`src/rtl/inst_fetch_pkg.sv`:
```
// Shared bus defines and fetch-stage types used by inst_fetch and its fetch buffer.
`ifndef INST_FETCH_DEFINES
`define INST_FETCH_DEFINES
`define InstAddrBus   31:0
`define InstBus       31:0
`define ZeroWord      32'h0000_0000
`define RstEnable     1'b1
`define ChipEnable    1'b1
`define ChipDisable   1'b0
`define FetchBufDepth 2
`endif

package inst_fetch_pkg;

  // One buffered fetch: the PC it was read from and the returned word.
  typedef struct packed {
    logic [31:0] pc;
    logic [31:0] inst;
  } fetch_entry_t;

  localparam int CNT_W = 2;

endpackage

```
`src/rtl/inst_fetch_fetch_buf.sv`:
```
// Two-entry synchronous FIFO of {pc, inst}; flush beats push and pop.
module fetch_buf
  import inst_fetch_pkg::*;
#(
  parameter int DEPTH = `FetchBufDepth
) (
  input  logic             clk,
  input  logic             rst,
  input  logic             push,
  input  logic             pop,
  input  logic             flush,
  input  fetch_entry_t     push_data,
  output logic [CNT_W-1:0] count,
  output fetch_entry_t     head
);

  fetch_entry_t     mem [DEPTH];
  logic             hd_q;
  logic             tl_q;
  logic [CNT_W-1:0] cnt_q;
  logic             do_pop;
  logic             do_push;

  assign do_pop  = pop & (cnt_q != '0) & ~flush;
  // A full buffer still accepts a push when the head leaves in the same cycle.
  assign do_push = push & ~flush & ((cnt_q != CNT_W'(DEPTH)) | do_pop);

  always_ff @(posedge clk) begin
    if (rst == `RstEnable) begin
      hd_q  <= 1'b0;
      tl_q  <= 1'b0;
      cnt_q <= '0;
    end else if (flush) begin
      hd_q  <= 1'b0;
      tl_q  <= 1'b0;
      cnt_q <= '0;
    end else begin
      if (do_pop)  hd_q <= ~hd_q;
      if (do_push) tl_q <= ~tl_q;
      case ({do_push, do_pop})
        2'b10:   cnt_q <= cnt_q + 1'b1;
        2'b01:   cnt_q <= cnt_q - 1'b1;
        default: cnt_q <= cnt_q;
      endcase
    end
  end

  always_ff @(posedge clk) begin
    if (rst != `RstEnable && do_push) mem[tl_q] <= push_data;
  end

  assign count = cnt_q;
  assign head  = mem[hd_q];

endmodule

```
`src/rtl/inst_fetch.sv`:
```
// Instruction fetch: owns PC and ROM chip enable, buffers fetched words for decode.
module inst_fetch
  import inst_fetch_pkg::*;
#(
  parameter logic [31:0] RESET_PC  = 32'h0000_0000,
  parameter int          BUF_DEPTH = `FetchBufDepth
) (
  input  logic                clk,
  input  logic                rst,
  output logic                rom_ce_o,
  output logic [`InstAddrBus] rom_addr_o,
  input  logic [`InstBus]     rom_inst_i,
  input  logic                branch_flag_i,
  input  logic [`InstAddrBus] branch_target_i,
  output logic                id_valid_o,
  output logic [`InstAddrBus] id_pc_o,
  output logic [`InstBus]     id_inst_o,
  input  logic                id_ready_i
);

  logic             ce_q;
  logic [31:0]      pc_q;
  logic             pop;
  logic             fetch;
  logic             flush;
  logic [CNT_W-1:0] count;
  fetch_entry_t     push_data;
  fetch_entry_t     head;

  assign flush     = ce_q & branch_flag_i;
  assign pop       = id_valid_o & id_ready_i;
  assign fetch     = ce_q & ~branch_flag_i & ((count < CNT_W'(BUF_DEPTH)) | pop);
  assign push_data = '{pc: pc_q, inst: rom_inst_i};

  always_ff @(posedge clk) begin
    if (rst == `RstEnable) ce_q <= `ChipDisable;
    else                   ce_q <= `ChipEnable;
  end

  // A redirect overrides any fetch; a stalled fetch simply re-reads the same address.
  always_ff @(posedge clk) begin
    if (rst == `RstEnable)  pc_q <= RESET_PC;
    else if (flush)         pc_q <= {branch_target_i[31:2], 2'b00};
    else if (fetch)         pc_q <= pc_q + 32'd4;
  end

  fetch_buf #(.DEPTH(BUF_DEPTH)) u_buf (
    .clk       (clk),
    .rst       (rst),
    .push      (fetch),
    .pop       (pop),
    .flush     (flush),
    .push_data (push_data),
    .count     (count),
    .head      (head)
  );

  assign rom_ce_o   = ce_q;
  assign rom_addr_o = pc_q;
  assign id_valid_o = (count != '0);
  assign id_pc_o    = id_valid_o ? head.pc   : `ZeroWord;
  assign id_inst_o  = id_valid_o ? head.inst : `ZeroWord;

endmodule

```
`config.mk`:
```
export PLATFORM = sky130hd
export DESIGN_NAME = inst_fetch
export DESIGN_NICKNAME = d
export VERILOG_FILES = /design/src/rtl/inst_fetch_pkg.sv /design/src/rtl/inst_fetch_fetch_buf.sv /design/src/rtl/inst_fetch.sv
export SDC_FILE = /design/constraint.sdc
export NUM_CORES = 1
export LEC_CHECK = 0
export ABC_AREA = 1
export CORE_MARGIN = 5
export CORE_UTILIZATION = 40
export DETAILED_ROUTE_END_ITERATION = 7
export PLACE_DENSITY = 0.66
export SETUP_SLACK_MARGIN = 0.3
export SLEW_MARGIN = 5
export SYNTH_ARGS = -nofsm -noshare
export SYNTH_HDL_FRONTEND = slang
export SYNTH_HIERARCHICAL = 1
export SYNTH_SLANG_ARGS = --single-unit
export TNS_END_PERCENT = 20
```
`constraint.sdc`:
```
create_clock -name clk -period 16.25 [get_ports clk]
set_input_delay 1.625 -clock clk [delete_from_list [all_inputs] [get_ports clk]]
set_output_delay 1.625 -clock clk [all_outputs]
set_load 0.03 [all_outputs]
```
==> impl_metrics.py <==
metrics = {
    "clock_tree": {
        "postCtsHoldBufs": 0,
        "insertion_delay_ps": 420,
        "post_cts_resized": 0,
        "clockBufferDepth": 2,
        "numCtsBuffers": 17,
        "cts_tree": "built",
        "cts_sinks": 164,
        "clkTransAtPathRegs_ps": 60,
        "clockRootBuffer": "clkbuf_16",
        "cts.htree.levels": 4,
        "cts_setup_buffers": 0,
    },
    "cells_and_area": {
        "fin_area_sq_um": 10340,
        "fill_cells": 1777,
        "diodes": 0,
        "stdcell_count": 1213,
        "final_core_util": 0.5295,
        "nets": 1004,
        "syn_to_final_growth_pct": 30.20,
        "drive_gt1_frac": 0.1445,
        "seq_area_sq_um": 4568,
        "multi_input_area_sq_um": 2838,
    },
    "logic_synthesis": {
        "async_reset_ff_frac": 0,
        "synth_top_area_share": 0.4840,
        "syn_area_sq_um": 7941,
        "avgSynthCellArea_sq_um": 10.29,
        "yosys.cell_types.count": 36,
        "syn_inst": 772,
        "synth-edff-count": 128,
        "yosys-top-cells-area": "edfxtp_1 (48%), mux2_4 (11%), dfxtp_1 (9.1%), nand2_1 (6.6%), nor2_1 (6.6%)",
        "ys_ff_latch": 164,
        "synth_ff_type": "edfxtp_1",
        "ys_seq_area_frac": 0.5748,
        "yosysTopAreaCell": "edfxtp_1",
        "synth_warnings": 6,
    },
    "timing": {
        "skew_ps": 8.466,
        "finalSetupTns_ps": 0,
        "hold_viol": 0,
        "period_needed_ps": 4608,
        "finalCritPeriodShare": 0.2836,
        "maxSlewHeadroom": 0.3100,
        "rsz0062_at_grt": "false",
        "slew_violations": 0,
        "worst-slew-pin-transition_ps": 1033,
        "max_freq_ghz": 0.2170,
        "setup_ws_ps": 11640,
        "finalSetupViolCount": 0,
    },
    "global_route": {
        "grt_pass1_vias": 5564,
        "grt_pass1_wl_microns": 29280,
        "grtUsageMet3": 0.03621,
        "grt_overflow": 0,
        "met1_usage": 0.2214,
        "grt.busiest_layer": "met2",
        "met2_usage": 0.2706,
        "grt_max_degree": 47,
        "antenna_found_initial": 0,
        "grt_usage": 0.1666,
    },
    "worst_hold_path": {
        "hold_path_class": "reg2reg",
        "hp-start": "u_buf/hd_q$_SDFFE_PP0P_",
        "worstHoldEndpoint": "u_buf/hd_q$_SDFFE_PP0P_",
        "min_path_cells": 2,
    },
    "worst_setup_path": {
        "reg2reg_from": "rom_ce_o$_DFF_P_",
        "critPathMaxFanout": 46,
        "r2r_setup_slack_ps": 12950,
        "crit_path_start_kind": "input port",
        "r2r-end": "u_buf/mem[1][61]$_DFFE_PP_",
        "critical_path_class": "in2reg",
        "r2r_cells": 6,
        "critPathCaptureType": "flop",
        "required_ps": 16300,
        "worst_ep_arrival_time_ps": 4660,
    },
    "placement": {
        "placed_cells": 1181,
        "dp_hpwl_microns": 12600,
        "placed_area_sq_um": 9784,
        "post-place-ws_ps": 11170,
        "place_congestion": 0.8993,
        "portBuffers": 161,
    },
    "route": {
        "routed_via_density": 4.699,
        "drc_errors": 0,
        "first_pass_iters": 4,
        "routedWlPerCell_microns": 15.04,
        "routed-via-count": 5700,
        "wl_microns": 18240,
        "drt_iter0_drc": 288,
        "antenna_left": 0,
    },
    "flow_run": {
        "max_cap_violations": 0,
    },
    "floorplanning": {
        "std_cell_rows": 51,
        "core_area_sq_um": 19530,
        "pin_count": 166,
        "fp.dieH_microns": 150.9,
        "start_util": 0.4067,
        "die-area_sq_um": 22770,
        "die_x_microns": 150.9,
    },
    "run_status": {
        "status": "complete, no violations",
    },
    "pwr": {
        "vdd_drop_max_mv": 0.07259,
        "power.leakage_nw": 3.862,
        "powerDensity_nw_per_um2": 95.31,
    },
}
[kinds of logic (layout without fill, tap and decap cells)]
kind of cell             count (synthesis)  after routing  share of synthesized area
AO/OA/AOI/OAI                           42             42                    0.03072
other                                    1              6                  0.0004722
XOR/XNOR                                 1              1                   0.001103
buffers and inverters                  132            303                    0.07279
adder cells (fa/ha/maj)                  1              1                   0.001575
AND/OR/NAND/NOR                        367            367                     0.1995
multiplexers                            64             64                     0.1191
flip-flops                             164            164                     0.5748
[synthesized netlist by cell type, types with 2 or more instances]
master	instances
nor3_2	3
nand4_1	4
a21oi_1	22
a211oi_1	2
nor2_4	5
buf_1	4
nand2_4	2
inv_1	100
a31oi_1	7
nand3_1	47
nor2_2	8
nor2_1	139
o211ai_1	4
clkbuf_1	6
buf_6	8
inv_2	3
buf_2	6
nor3_1	7
nand2_1	140
nand2_2	9
o21ai_0	3
mux2_4	60
edfxtp_1	128
nand3_2	2
mux2_2	4
dfxtp_1	36
buf_4	4
[metal layers]
| metal | part of all wire | wire [microns] |
|---|---|---|
| met4 | 0.018 | 328 |
| met3 | 0.062 | 1126 |
| met5 | 0 | 0 |
| met1 | 0.45 | 8128 |
| met2 | 0.47 | 8655 |
[state kept, by name, summed over array words and instances (netlist names), named ones only]
register / flops
u_buf/count: 2
u_buf/hd_q: 1
u_buf/tl_q: 1
rom_addr_o: 30
rom_ce_o: 1
u_buf/mem: 128
[worst max path at each step]
stage / startpoint / to / cells past startpoint
2_1_floorplan: branch_flag_i / u_buf/mem[0][0]$_DFFE_PP_ / 7
3_5_place_dp: branch_flag_i / u_buf/mem[1][1]$_DFFE_PP_ / 7
4_1_cts: branch_flag_i / u_buf/mem[1][12]$_DFFE_PP_ / 7
5_1_grt: branch_flag_i / u_buf/mem[1][12]$_DFFE_PP_ / 7
3_3_place_gp: branch_flag_i / u_buf/mem[1][62]$_DFFE_PP_ / 7
6_report: branch_flag_i / u_buf/mem[1][61]$_DFFE_PP_ / 7
[layout by cell type (no fill, tap or decap), types with 5 or more instances in the layout]
cell type,Yosys,routed
conb_1,1,6
a21oi_1,22,22
clkdlybuf4s50_1,0,161
inv_6,0,5
nor2_1,139,137
dfxtp_1,36,35
clkbuf_16,0,17
mux2_4,60,60
a31oi_1,7,7
nand3_1,47,47
inv_1,100,100
edfxtp_1,128,128
buf_4,4,6
nand2_2,9,9
nor2_2,8,8
nor3_1,7,6
nor2_4,5,7
nand2_1,140,140
[worst max-delay path: stages]
cell and delay [ps]:
clkdlybuf4s50_1 460, nand2_4 430, inv_1 510, nor2_4 270, nand3_1 160, nor2_4 530, buf_4 630
[cell type report]
class,count,share of cell area
sequential,164,0.4418
multi-input combinational,481,0.2744
timing repair buffer,167,0.1602
clock buffer,17,0.04114
inverter,104,0.03775
tap,265,0.03207
clock inverter,15,0.01258
[where the power goes]
| part | leakage [nW] | switching, mW | internal [mW] |
|---|---|---|---|
| registers | 1.43 | 0.0126 | 0.464 |
| logic | 2.17 | 0.0743 | 0.0563 |
| clock network | 0.262 | 0.167 | 0.212 |
| total | 3.86 | 0.254 | 0.732 |
[metrics by stage]
stage / hold WS (ps) / total power, mW
floorplan: 452.4 / 0.5576
global placement: 463.1 / 0.6153
detailed placement: 479.1 / 0.6178
CTS: 489.9 / 0.9991
global route: 521.5 / 1.026
finish: 486.6 / 0.9855
(Power assumes the default switching activity.)
